File: src/rtl/coin_acceptor.sv
// rtl/coin_acceptor.sv - coin collection front end feeding the change calculator
// Optional COLLECT_TIMEOUT_EN: auto-cancel after TIMEOUT_CYCLES idle cycles in COLLECT.
module coin_acceptor #(
  parameter logic [1:0] INIT_PENTAGONS = 2'd1,
  parameter logic [1:0] INIT_TRIANGLES = 2'd1,
  parameter logic [1:0] INIT_CIRCLES   = 2'd1,
  parameter int         TIMEOUT_CYCLES = 16
) (
  input  logic       clock,
  input  logic       reset_L,
  input  logic       Start,
  input  logic [3:0] Cost,
  input  logic       CoinValid,
  input  logic [1:0] CoinType,
  output logic       CoinReady,
  input  logic       Cancel,
  input  logic       SettleAck,
  input  logic [2:0] FirstCoin,
  input  logic [2:0] SecondCoin,
  output logic [3:0] Paid,
  output logic [3:0] CostLatched,
  output logic [1:0] Pentagons,
  output logic [1:0] Triangles,
  output logic [1:0] Circles,
  output logic       SettleValid,
  output logic       CoinAccepted,
  output logic       CoinRejected,
  output logic       Refund
);

  typedef enum logic [1:0] {
    S_IDLE    = 2'd0,
    S_COLLECT = 2'd1,
    S_SETTLE  = 2'd2
  } state_t;

  state_t     state;
  state_t     state_next;

  logic [1:0] snap_pent;
  logic [1:0] snap_tria;
  logic [1:0] snap_circ;

  logic [3:0] paid_d;
  logic [3:0] cost_d;
  logic [1:0] pent_d;
  logic [1:0] tria_d;
  logic [1:0] circ_d;
  logic [1:0] snap_pent_d;
  logic [1:0] snap_tria_d;
  logic [1:0] snap_circ_d;
  logic       acc_d;
  logic       rej_d;
  logic       refund_d;

  logic       in_collect;
  logic       start_ok;
  logic       coin_xfer;
  logic       abort;
  logic       coin_bad;
  logic       coin_ok;
  logic       coin_rej;
  logic       timeout_hit;
  logic [2:0] coin_value;
  logic [1:0] coin_inv;
  logic [4:0] paid_sum;

  // Saturating debit of one inventory count by the coins of value coin_val handed out.
  function automatic logic [1:0] debit(input logic [1:0] cnt, input logic [2:0] coin_val,
                                       input logic [2:0] first, input logic [2:0] second);
    logic [1:0] n;
    n = {1'b0, first == coin_val} + {1'b0, second == coin_val};
    return (cnt > n) ? cnt - n : 2'd0;
  endfunction

  assign in_collect = (state == S_COLLECT);
  assign start_ok   = (state == S_IDLE) && Start && (Cost != 4'd0);
  assign coin_xfer  = CoinValid && CoinReady;
  assign abort      = in_collect && (Cancel || timeout_hit);

  always_comb begin
    coin_value = 3'd0;
    coin_inv   = 2'd0;
    case (CoinType)
      2'b01: begin coin_value = 3'd1; coin_inv = Circles;   end
      2'b10: begin coin_value = 3'd3; coin_inv = Triangles; end
      2'b11: begin coin_value = 3'd5; coin_inv = Pentagons; end
      default: begin coin_value = 3'd0; coin_inv = 2'd0;   end
    endcase
  end

  // Five-bit sum so an overflowing coin is refused rather than wrapping Paid.
  assign paid_sum = {1'b0, Paid} + {2'b00, coin_value};
  assign coin_bad = (CoinType == 2'b00) || (coin_inv == 2'd3) || (paid_sum > 5'd15);
  assign coin_ok  = coin_xfer && !abort && !coin_bad;
  assign coin_rej = coin_xfer && !abort && coin_bad;

`ifdef COLLECT_TIMEOUT_EN
  localparam int TO_W = (TIMEOUT_CYCLES > 1) ? $clog2(TIMEOUT_CYCLES) : 1;

  logic [TO_W-1:0] idle_cnt;

  always_ff @(posedge clock) begin
    if (!reset_L || !in_collect || coin_xfer) begin
      idle_cnt <= '0;
    end else begin
      idle_cnt <= idle_cnt + 1'b1;
    end
  end

  assign timeout_hit = in_collect && !coin_xfer && (idle_cnt == TO_W'(TIMEOUT_CYCLES - 1));
`else
  assign timeout_hit = (TIMEOUT_CYCLES < 0);
`endif

  always_ff @(posedge clock) begin
    if (!reset_L) begin
      state <= S_IDLE;
    end else begin
      state <= state_next;
    end
  end

  always_comb begin
    state_next = state;
    case (state)
      S_IDLE: begin
        if (start_ok) state_next = S_COLLECT;
      end
      S_COLLECT: begin
        if (abort) begin
          state_next = S_IDLE;
        end else if (coin_ok && (paid_sum[3:0] >= CostLatched)) begin
          state_next = S_SETTLE;
        end
      end
      S_SETTLE: begin
        if (SettleAck) state_next = S_IDLE;
      end
      default: state_next = S_IDLE;
    endcase
  end

  always_comb begin
    paid_d      = Paid;
    cost_d      = CostLatched;
    pent_d      = Pentagons;
    tria_d      = Triangles;
    circ_d      = Circles;
    snap_pent_d = snap_pent;
    snap_tria_d = snap_tria;
    snap_circ_d = snap_circ;
    acc_d       = 1'b0;
    rej_d       = 1'b0;
    refund_d    = 1'b0;
    case (state)
      S_IDLE: begin
        if (start_ok) begin
          cost_d      = Cost;
          paid_d      = 4'd0;
          snap_pent_d = Pentagons;
          snap_tria_d = Triangles;
          snap_circ_d = Circles;
        end
      end
      S_COLLECT: begin
        if (abort) begin
          pent_d   = snap_pent;
          tria_d   = snap_tria;
          circ_d   = snap_circ;
          paid_d   = 4'd0;
          refund_d = 1'b1;
        end else if (coin_ok) begin
          paid_d = paid_sum[3:0];
          acc_d  = 1'b1;
          case (CoinType)
            2'b11:   pent_d = Pentagons + 2'd1;
            2'b10:   tria_d = Triangles + 2'd1;
            default: circ_d = Circles + 2'd1;
          endcase
        end else if (coin_rej) begin
          rej_d = 1'b1;
        end
      end
      S_SETTLE: begin
        if (SettleAck) begin
          pent_d = debit(Pentagons, 3'd5, FirstCoin, SecondCoin);
          tria_d = debit(Triangles, 3'd3, FirstCoin, SecondCoin);
          circ_d = debit(Circles,   3'd1, FirstCoin, SecondCoin);
          paid_d = 4'd0;
        end
      end
      default: ;
    endcase
  end

  always_ff @(posedge clock) begin
    if (!reset_L) begin
      Paid         <= 4'd0;
      CostLatched  <= 4'd0;
      Pentagons    <= INIT_PENTAGONS;
      Triangles    <= INIT_TRIANGLES;
      Circles      <= INIT_CIRCLES;
      snap_pent    <= INIT_PENTAGONS;
      snap_tria    <= INIT_TRIANGLES;
      snap_circ    <= INIT_CIRCLES;
      CoinReady    <= 1'b0;
      SettleValid  <= 1'b0;
      CoinAccepted <= 1'b0;
      CoinRejected <= 1'b0;
      Refund       <= 1'b0;
    end else begin
      Paid         <= paid_d;
      CostLatched  <= cost_d;
      Pentagons    <= pent_d;
      Triangles    <= tria_d;
      Circles      <= circ_d;
      snap_pent    <= snap_pent_d;
      snap_tria    <= snap_tria_d;
      snap_circ    <= snap_circ_d;
      CoinReady    <= (state_next == S_COLLECT);
      SettleValid  <= (state_next == S_SETTLE);
      CoinAccepted <= acc_d;
      CoinRejected <= rej_d;
      Refund       <= refund_d;
    end
  end

endmodule

File: config.mk
export PLATFORM = sky130hd
export DESIGN_NAME = coin_acceptor
export DESIGN_NICKNAME = d
export VERILOG_FILES = /design/src/rtl/coin_acceptor.sv
export SDC_FILE = /design/constraint.sdc
export NUM_CORES = 1
export LEC_CHECK = 0
export BUFFER_PORTS_ARGS = -buffer_cell sky130_fd_sc_hd__buf_2
export CORE_ASPECT_RATIO = 1.1
export CORE_MARGIN = 2
export CORE_UTILIZATION = 43
export DETAILED_ROUTE_END_ITERATION = 10
export GPL_ROUTABILITY_DRIVEN = 1
export PLACE_DENSITY_LB_ADDON = 0.08
export RECOVER_POWER = 50
export SYNTH_ARGS = -nofsm -noshare
export SYNTH_HDL_FRONTEND = slang
export SYNTH_SLANG_ARGS = --single-unit
File: constraint.sdc
create_clock -name clock -period 2.12 [get_ports clock]
set_clock_uncertainty 0.05 [all_clocks]
set_input_delay 0.212 -clock clock [delete_from_list [all_inputs] [get_ports clock]]
set_output_delay 0.212 -clock clock [all_outputs]
set_load 0.05 [all_outputs]
==> results of run 1 <==
==> power groups by stage <==
stage | Sequential, µW | Clock [µW] | Combinational, µW
finish | 575 | 300 | 432
global route | 584 | 333 | 482
CTS | 576 | 316 | 436
detailed placement | 587 | 0 | 431
global placement | 588 | 0 | 428
floorplan | 668 | 0 | 216
==> per-stage QoR <==
step | power, µW | setup slack (ps) | std cells
2_1_floorplan | 884 | -65.7 | 217
3_3_place_gp | 1020 | -162 | 319
3_5_place_dp | 1020 | -204 | 319
4_1_cts | 1330 | 0.336 | 323
5_1_grt | 1400 | -5.90 | 324
6_report | 1310 | 71.0 | 324
==> registers in the layout, summed over array words and instances (netlist names) <==
signal,flops
snap_circ,2
CoinReady,1
snap_tria,2
CoinRejected,1
Pentagons,2
CostLatched,4
snap_pent,2
Circles,2
CoinAccepted,1
Refund,1
SettleValid,1
Triangles,2
state,2
Paid,4
==> metal layers <==
metal	global-route usage [%]	share of wire [%]
met4	7.03	1.5
met2	35.8	52
met3	2.01	2.8
met1	23.0	44
met5	0	0
==> cell type report <==
class	count	area [µm²]
Clock buffer	3	41.3
Clock inverter	1	5.00
Fill cell	449	1930
Inverter	21	78.8
Multi-Input combinational cell	163	1250
Sequential cell	27	549
Tap cell	54	67.6
Timing Repair Buffer	55	295
==> cell usage after synthesis, types with 2 or more instances <==
cell	instances	area, µm²
a21oi_1	10	50.1
o211a_1	2	20.0
fa_1	4	80.1
nand4_1	3	18.8
a21boi_0	5	37.5
nor2b_1	6	37.5
and3_1	2	12.5
and3b_1	3	26.3
nand2_1	30	113
inv_1	21	78.8
dfxtp_1	27	541
clkbuf_1	5	18.8
o21ai_0	15	75.1
o311ai_1	2	17.5
nor2_1	8	30.0
a21o_1	2	15.0
a32o_1	4	40.0
nand2b_1	4	25.0
and2_1	2	12.5
a31oi_1	2	12.5
xnor2_1	2	17.5
nor3b_1	2	15.0
a32oi_1	2	17.5
o21a_1	2	15.0
o41ai_2	2	32.5
o211ai_1	5	37.5
ha_1	20	250
nand3_1	5	25.0
==> tightest hold or removal path: cells and delay by family <==
kind / cells / cell delay (ps)
compound gates: 1 / 60
buf+inv: 1 / 120
simple gates: 1 / 50
==> cells by family after synthesis <==
kind of cell / Yosys count / share of synthesized area (%)
adder cells (fa/ha/maj): 24 / 17.9
XOR/XNOR: 3 / 1.42
AO/OA/AOI/OAI: 62 / 24.9
AND/OR/NAND/NOR: 73 / 20.2
buffers and inverters: 27 / 5.89
flip-flops: 27 / 29.2
multiplexers: 1 / 0.541
==> path summary, 6_finish.rpt <==
check,endpoint,cells after the start,slack (ps)
worst min register to register,snap_pent[1]$_SDFFE_PN0P_,2,420
worst min-delay path,CostLatched[1]$_SDFFE_PN0P_,3,150
worst max register to register,CoinReady$_SDFF_PN0_,9,70
worst max-delay path,CoinReady$_SDFF_PN0_,9,70
==> repair_timing <==
action / 4_1_cts / 5_1_grt
setup buffers: 0 / 1
pin swaps: 3 / 10
resized for setup: 2 / 10
setup endpoints to repair: 4 / 9
==> metrics.md, run 1 <==
| Metric | Value |
|---|---|
| DR pass1 iterations | `4` |
| Crit Path Max Fanout | `2` |
| Clock sinks | `27` |
| Starting Density | `43.8%` |
| Int Pwr | `830 µW` |
| Sw Share | `between 30% and 40%` |
| NetSw | `approximately 480 µW` |
| Vias/cell | `approximately 5.2` |
| Worst-skew pair later-pin latency | `280 ps` |
| Initial antenna violation count | `0` |
| Sequential-to-total area share from yosys stat | `between 20% and 30%` |
| Crit path from | `Paid[0]$_SDFFE_PN0P_` |
| Clock network power share | `between 20% and 30%` |
| Antenna cell count | `0` |
| Max Fclk | `~0.49 GHz` |
| Remaining Overflow, GRT | `0` |
| Cells after Synth | `roughly 220` |
| Die Ht | `between 70 and 80 µm` |
| PortBufs | `36` |
| Worst vdd ir | `~0.0003 V` |
| Final Core Density | `roughly 54%` |
| Layout Nets | `around 310` |
| Commonest non-fill, non-tap cell in the layout | `nand2_1` |
| Post-route ant nets | `0` |
| Yosys cell types | `48` |
| Final setup fails | `0` |
| Layout area overhead | `23.9%` |
| Cell Rows | `25` |
| Htree depth | `1` |
| Syn Nets | `roughly 260` |
| Worst path max stage delay | `370 ps` |
| RSZ-0062 raised after global routing | `yes` |
| Gate power share | `between 30 and 40%` |
| Starting DRT DRC Count | `63` |
| Startpoint Class | `flip-flop` |
| Final HPWL DP | `between 3000 and 4000 µm` |
| Layout cell share with drive strength beyond 1 | `roughly 22%` |
| Crit share post-route | `96.7%` |
| #FFs+latches synth | `27` |
| Hold_sp | `Cost[1]` |
| Least-Margin Pin Slew | `between 600 and 700 ps` |
| Leak | `approximately 0.001 µW` |
| CTS Hold Bufs | `0` |
| Clk pin slew, worst setup/hold paths | `about 100 ps` |
| Fin Hold WS | `between 150 and 200 ps` |
| First-pass GRT wire length | `7180 µm` |
| DRC | `0` |
| Post-synthesis average cell area | `~8.5 µm²` |
| Clk buf depth | `2` |
| Pwr per Cell Area | `approximately 570 nW/µm²` |
| Synthesis Warnings | `0` |
| TritonCTS clock tree | `built` |
| Crit end category | `flip-flop` |
| FFs w/ async S/R, synth | `0%` |
| Final Max Slew Viols | `0` |
| Cell Area, Synth | `roughly 1800 µm²` |
| Chip width | `66.5 µm` |
| CP top delay family | `adder cells` |
| Setup TNS | `0 ps` |
| CP max-delay cell | `dfxtp_4` |
| Die ar. | `a little under 5000 µm²` |
| Commonest non-fill, non-tap cells in the layout | `nand2_1 (30), dfxtp_1 (24), clkbuf_1 (20)` |
| Design area | `2290 µm²` |
| GRT Resource Usage Total | `roughly a fifth` |
| Req. time, crit path | `~2300 ps` |
| CTS Root Cell | `clkbuf_8` |
| Vias | `between 1500 and 2000` |
| Largest net degree at the start of global routing | `20` |
| Min-delay worst type | `input pin to flip-flop` |
| Max cap viols | `0` |
| Dpl cell area | `about 2200 µm²` |
| Critical-path cell list | `ha_4 -> inv_2 -> fa_2 -> xnor2_2 -> ha_1 -> o21ai_1 -> a21oi_1 -> o21a_1 -> a221oi_2` |
| Routed WL | `4370 µm` |
| Drt wl/cell | `roughly 13 µm` |
| Main synth FF type | `dfxtp_1` |
| Hold Vio Cnt, Final | `0` |
| Relative slew slack | `between 60% and 70%` |
| CP arrival | `roughly 2200 ps` |
| Via count of the first global-routing pass | `1651` |
| CORE AREA | `approximately 4200 µm²` |
| Routability cong. | `0.842` |
| TritonCTS Buffers | `3` |
| I/O pin count | `37` |
| Reg power frac | `44.0%` |
| Post-layout min period | `~2000 ps` |
| Outcome | `finished, final reports clean` |
| RR Startpoint | `Paid[0]$_SDFFE_PN0P_` |
| WP buf/inv | `1` |
| WS Path Type | `flip-flop to flip-flop` |
| Number of synthesized flops with an enable pin | `0` |
No activity file was read; power rests on OpenSTA's default activity.
==> inputs of run 2 (changes only) <==
--- a/config.mk
+++ b/config.mk
@@ -5,11 +5,11 @@
 export SDC_FILE = /design/constraint.sdc
 export NUM_CORES = 1
 export LEC_CHECK = 0
-export BUFFER_PORTS_ARGS = -buffer_cell sky130_fd_sc_hd__buf_2
 export CORE_ASPECT_RATIO = 1.1
 export CORE_MARGIN = 2
 export CORE_UTILIZATION = 43
 export DETAILED_ROUTE_END_ITERATION = 10
+export DONT_BUFFER_PORTS = 1
 export GPL_ROUTABILITY_DRIVEN = 1
 export PLACE_DENSITY_LB_ADDON = 0.08
 export RECOVER_POWER = 50
==> run 2 against run 1 <==
Critical path depth did not move. Sequential share of layout area rose by 0.55 points. Power rose by 0.94%. Register-to-register slack got worse by 20 ps. Utilization down 1.2 points. First-iteration DRC count increased by 17%. Largest cell class unchanged.
==> metrics.md, run 2 (synthesis results as in run 1) <==
| Metric | Value |
|---|---|
| CP arrival | `2220 ps (+20 ps)` |
| CP max-delay cell | `dfxtp_4` |
| Worst path max stage delay | `370 ps (about the same)` |
| Dpl cell area | `2110 µm² (-4.8%)` |
| Min-delay worst type | `input pin to flip-flop` |
| CORE AREA | `4220 µm² (unchanged)` |
| Sw Share | `36.1% (-0.39 points)` |
| Clock network power share | `23.2% (+0.3 points)` |
| DP Worst Slack | `-91.1 ps (+113 ps)` |
| Critical-path cell list | `ha_4 -> inv_1 -> fa_2 -> xnor2_2 -> ha_1 -> o21ai_2 -> a21oi_2 -> o21a_1 -> a221oi_2` |
| Chip width | `66.5 µm (unchanged)` |
| Worst vdd ir | `0.000260 V (-11%)` |
| Layout area overhead | `21.1%` |
| Outcome | `finished, final reports clean` |
| Largest regs | `CostLatched (4), Paid (4)` |
| Gate power share | `33.6% (+0.6 points)` |
| PortBufs | `0 (-100%)` |
| Clk pin slew, worst setup/hold paths | `100 ps (about the same)` |
| DRC | `0 (unchanged)` |
| WS Path Type | `flip-flop to flip-flop` |
| Largest net degree at the start of global routing | `24 (+20%)` |
| Req. time, crit path | `2270 ps (about the same)` |
| Int Pwr | `843 µW (+1.6%)` |
| Layout Nets | `288 (-8.0%)` |
| Final HPWL DP | `3620 µm (+3.6%)` |
| RSZ-0062 raised after global routing | `yes` |
| Starting Density | `43.8% (unchanged)` |
| NetSw | `476 µW (-0.13%)` |
| Antenna cell count | `0 (unchanged)` |
| TritonCTS Buffers | `3 (unchanged)` |
| I/O pin count | `37 (unchanged)` |
| Layout cell share with drive strength beyond 1 | `21.6% (-0.22 points)` |
| First-pass GRT wire length | `7580 µm (+5.6%)` |
| Vias | `1675 (-1.1%)` |
| Design area | `2240 µm² (-2.2%)` |
| Remaining Overflow, GRT | `0 (unchanged)` |
| Routed WL | `4670 µm (+6.8%)` |
| Crit Path Max Fanout | `2 (unchanged)` |
| Clk buf depth | `2 (unchanged)` |
| Crit end category | `flip-flop` |
| Commonest non-fill, non-tap cell in the layout | `nand2_1` |
| Htree depth | `1 (unchanged)` |
| Post-route ant nets | `0 (unchanged)` |
| Final setup fails | `0 (unchanged)` |
| Max cap viols | `0 (unchanged)` |
| Starting DRT DRC Count | `74 (+17%)` |
| Worst-skew pair later-pin latency | `280 ps (about the same)` |
| Worst Setup Slack, final | `47.2 ps (-23.7 ps)` |
| Hold Vio Cnt, Final | `0 (unchanged)` |
| Reg power frac | `43.1% (-0.9 points)` |
| GRT Resource Usage Total | `20.2% (+0.81 points)` |
| Cell Rows | `25 (unchanged)` |
| Clock sinks | `27 (unchanged)` |
| Die Ht | `72.8 µm (unchanged)` |
| Commonest non-fill, non-tap cells in the layout | `nand2_1 (30), buf_4 (27), dfxtp_1 (24)` |
| CTS Root Cell | `clkbuf_8` |
| Final Core Density | `53.0% (-1.2 points)` |
| Startpoint Class | `flip-flop` |
| TritonCTS clock tree | `built` |
| Routability cong. | `0.841 (-0.11%)` |
| Drt wl/cell | `15.6 µm (+16%)` |
| Relative slew slack | `57.4% (-2.7 points)` |
| Final Max Slew Viols | `0 (unchanged)` |
| Max Fclk | `0.482 GHz (-1.1%)` |
| Die ar. | `4840 µm² (unchanged)` |
| Leak | `0.00101 µW (-1.2%)` |
| DR pass1 iterations | `4 (unchanged)` |
| Initial antenna violation count | `0 (unchanged)` |
| Crit share post-route | `97.8% (+1.1 points)` |
| Via count of the first global-routing pass | `1689 (+2.3%)` |
| Pwr per Cell Area | `589 nW/µm² (+3.3%)` |
| Post-layout min period | `2070 ps (+23.7 ps)` |
| Least-Margin Pin Slew | `639 ps (+37.5 ps)` |
| Vias/cell | `5.60 (+7.1%)` |
run 2: changes by cell type in the layout (fill, tap and decap cells not counted), sizes merged:
| cell | change |
|---|---|
| buf | -8 |
| clkbuf | -18 |
| clkinv | -1 |
| dlygate4sd3 | +2 |
run 2: through the flow:
stage | TNS [ps] | hold WS [ps] | instances | power (µW)
finish | 0 | 8.29 | 299 | 1320
global route | -213 | 1.81 | 299 | 1390
CTS | 0 | 1.99 | 298 | 1310
detailed placement | -466 | 253 | 293 | 1000
global placement | -165 | 253 | 293 | 991
floorplan | -65.7 | 307 | 217 | 884
run 2: critical path: cells and delay by family, from the launching register on:
family | cells | cell delay (ps)
adders and majority gates | 3 | 780
AOI/OAI and AO/OA | 4 | 590
DFF | 1 | 370
xor gates and xnor gates | 1 | 150
buffers and inverters | 1 | 40
run 2: worst paths after layout:
path                          endpoint                 startpoint  slack (ps)  depth (start not counted)
max               CoinReady$_SDFF_PN0_       Paid[0]$_SDFFE_PN0P_          50                          9
min            CoinRejected$_SDFF_PP0_                    reset_L           8                          2
max reg2reg       CoinReady$_SDFF_PN0_       Paid[0]$_SDFFE_PN0P_          50                          9
min reg2reg  snap_tria[1]$_SDFFE_PN0P_  snap_tria[1]$_SDFFE_PN0P_         430                          2
run 2: layout make-up:
cell class | instances | area (µm²)
inverters | 21 | 78.8
multi-input cells | 163 | 1270
flip-flops and latches | 27 | 549
well taps | 54 | 67.6
repair buffers | 30 | 226
fillers | 423 | 1980
clock buffers | 4 | 45.0
run 2: per-layer routing:
metal | up-vias | track usage [%] | share of wire [%]
met5 | - | 0 | 0
met2 | 28 | 38.3 | 55
li1 | 828 | - | -
met1 | 814 | 23.6 | 42
met4 | 0 | 6.35 | 1.4
met3 | 5 | 1.85 | 2.3
run 2: timing repair:
action | CTS | global route
setup buffers | 0 | 0
pin swaps | 0 | 5
hold buffers | 1 | 1
endpoints found under the setup margin | 3 | 12
endpoints found under the hold margin | 6 | 1
gates resized for setup | 2 | 15
run 2: power groups by stage:
stage                     Combinational, µW  Sequential, µW  Clock [µW]
after floorplan                         216             668           0
after global placement                  413             579           0
after detailed placement                421             580           0
after CTS                               427             568         311
after global routing                    486             573         328
final                                   444             569         306
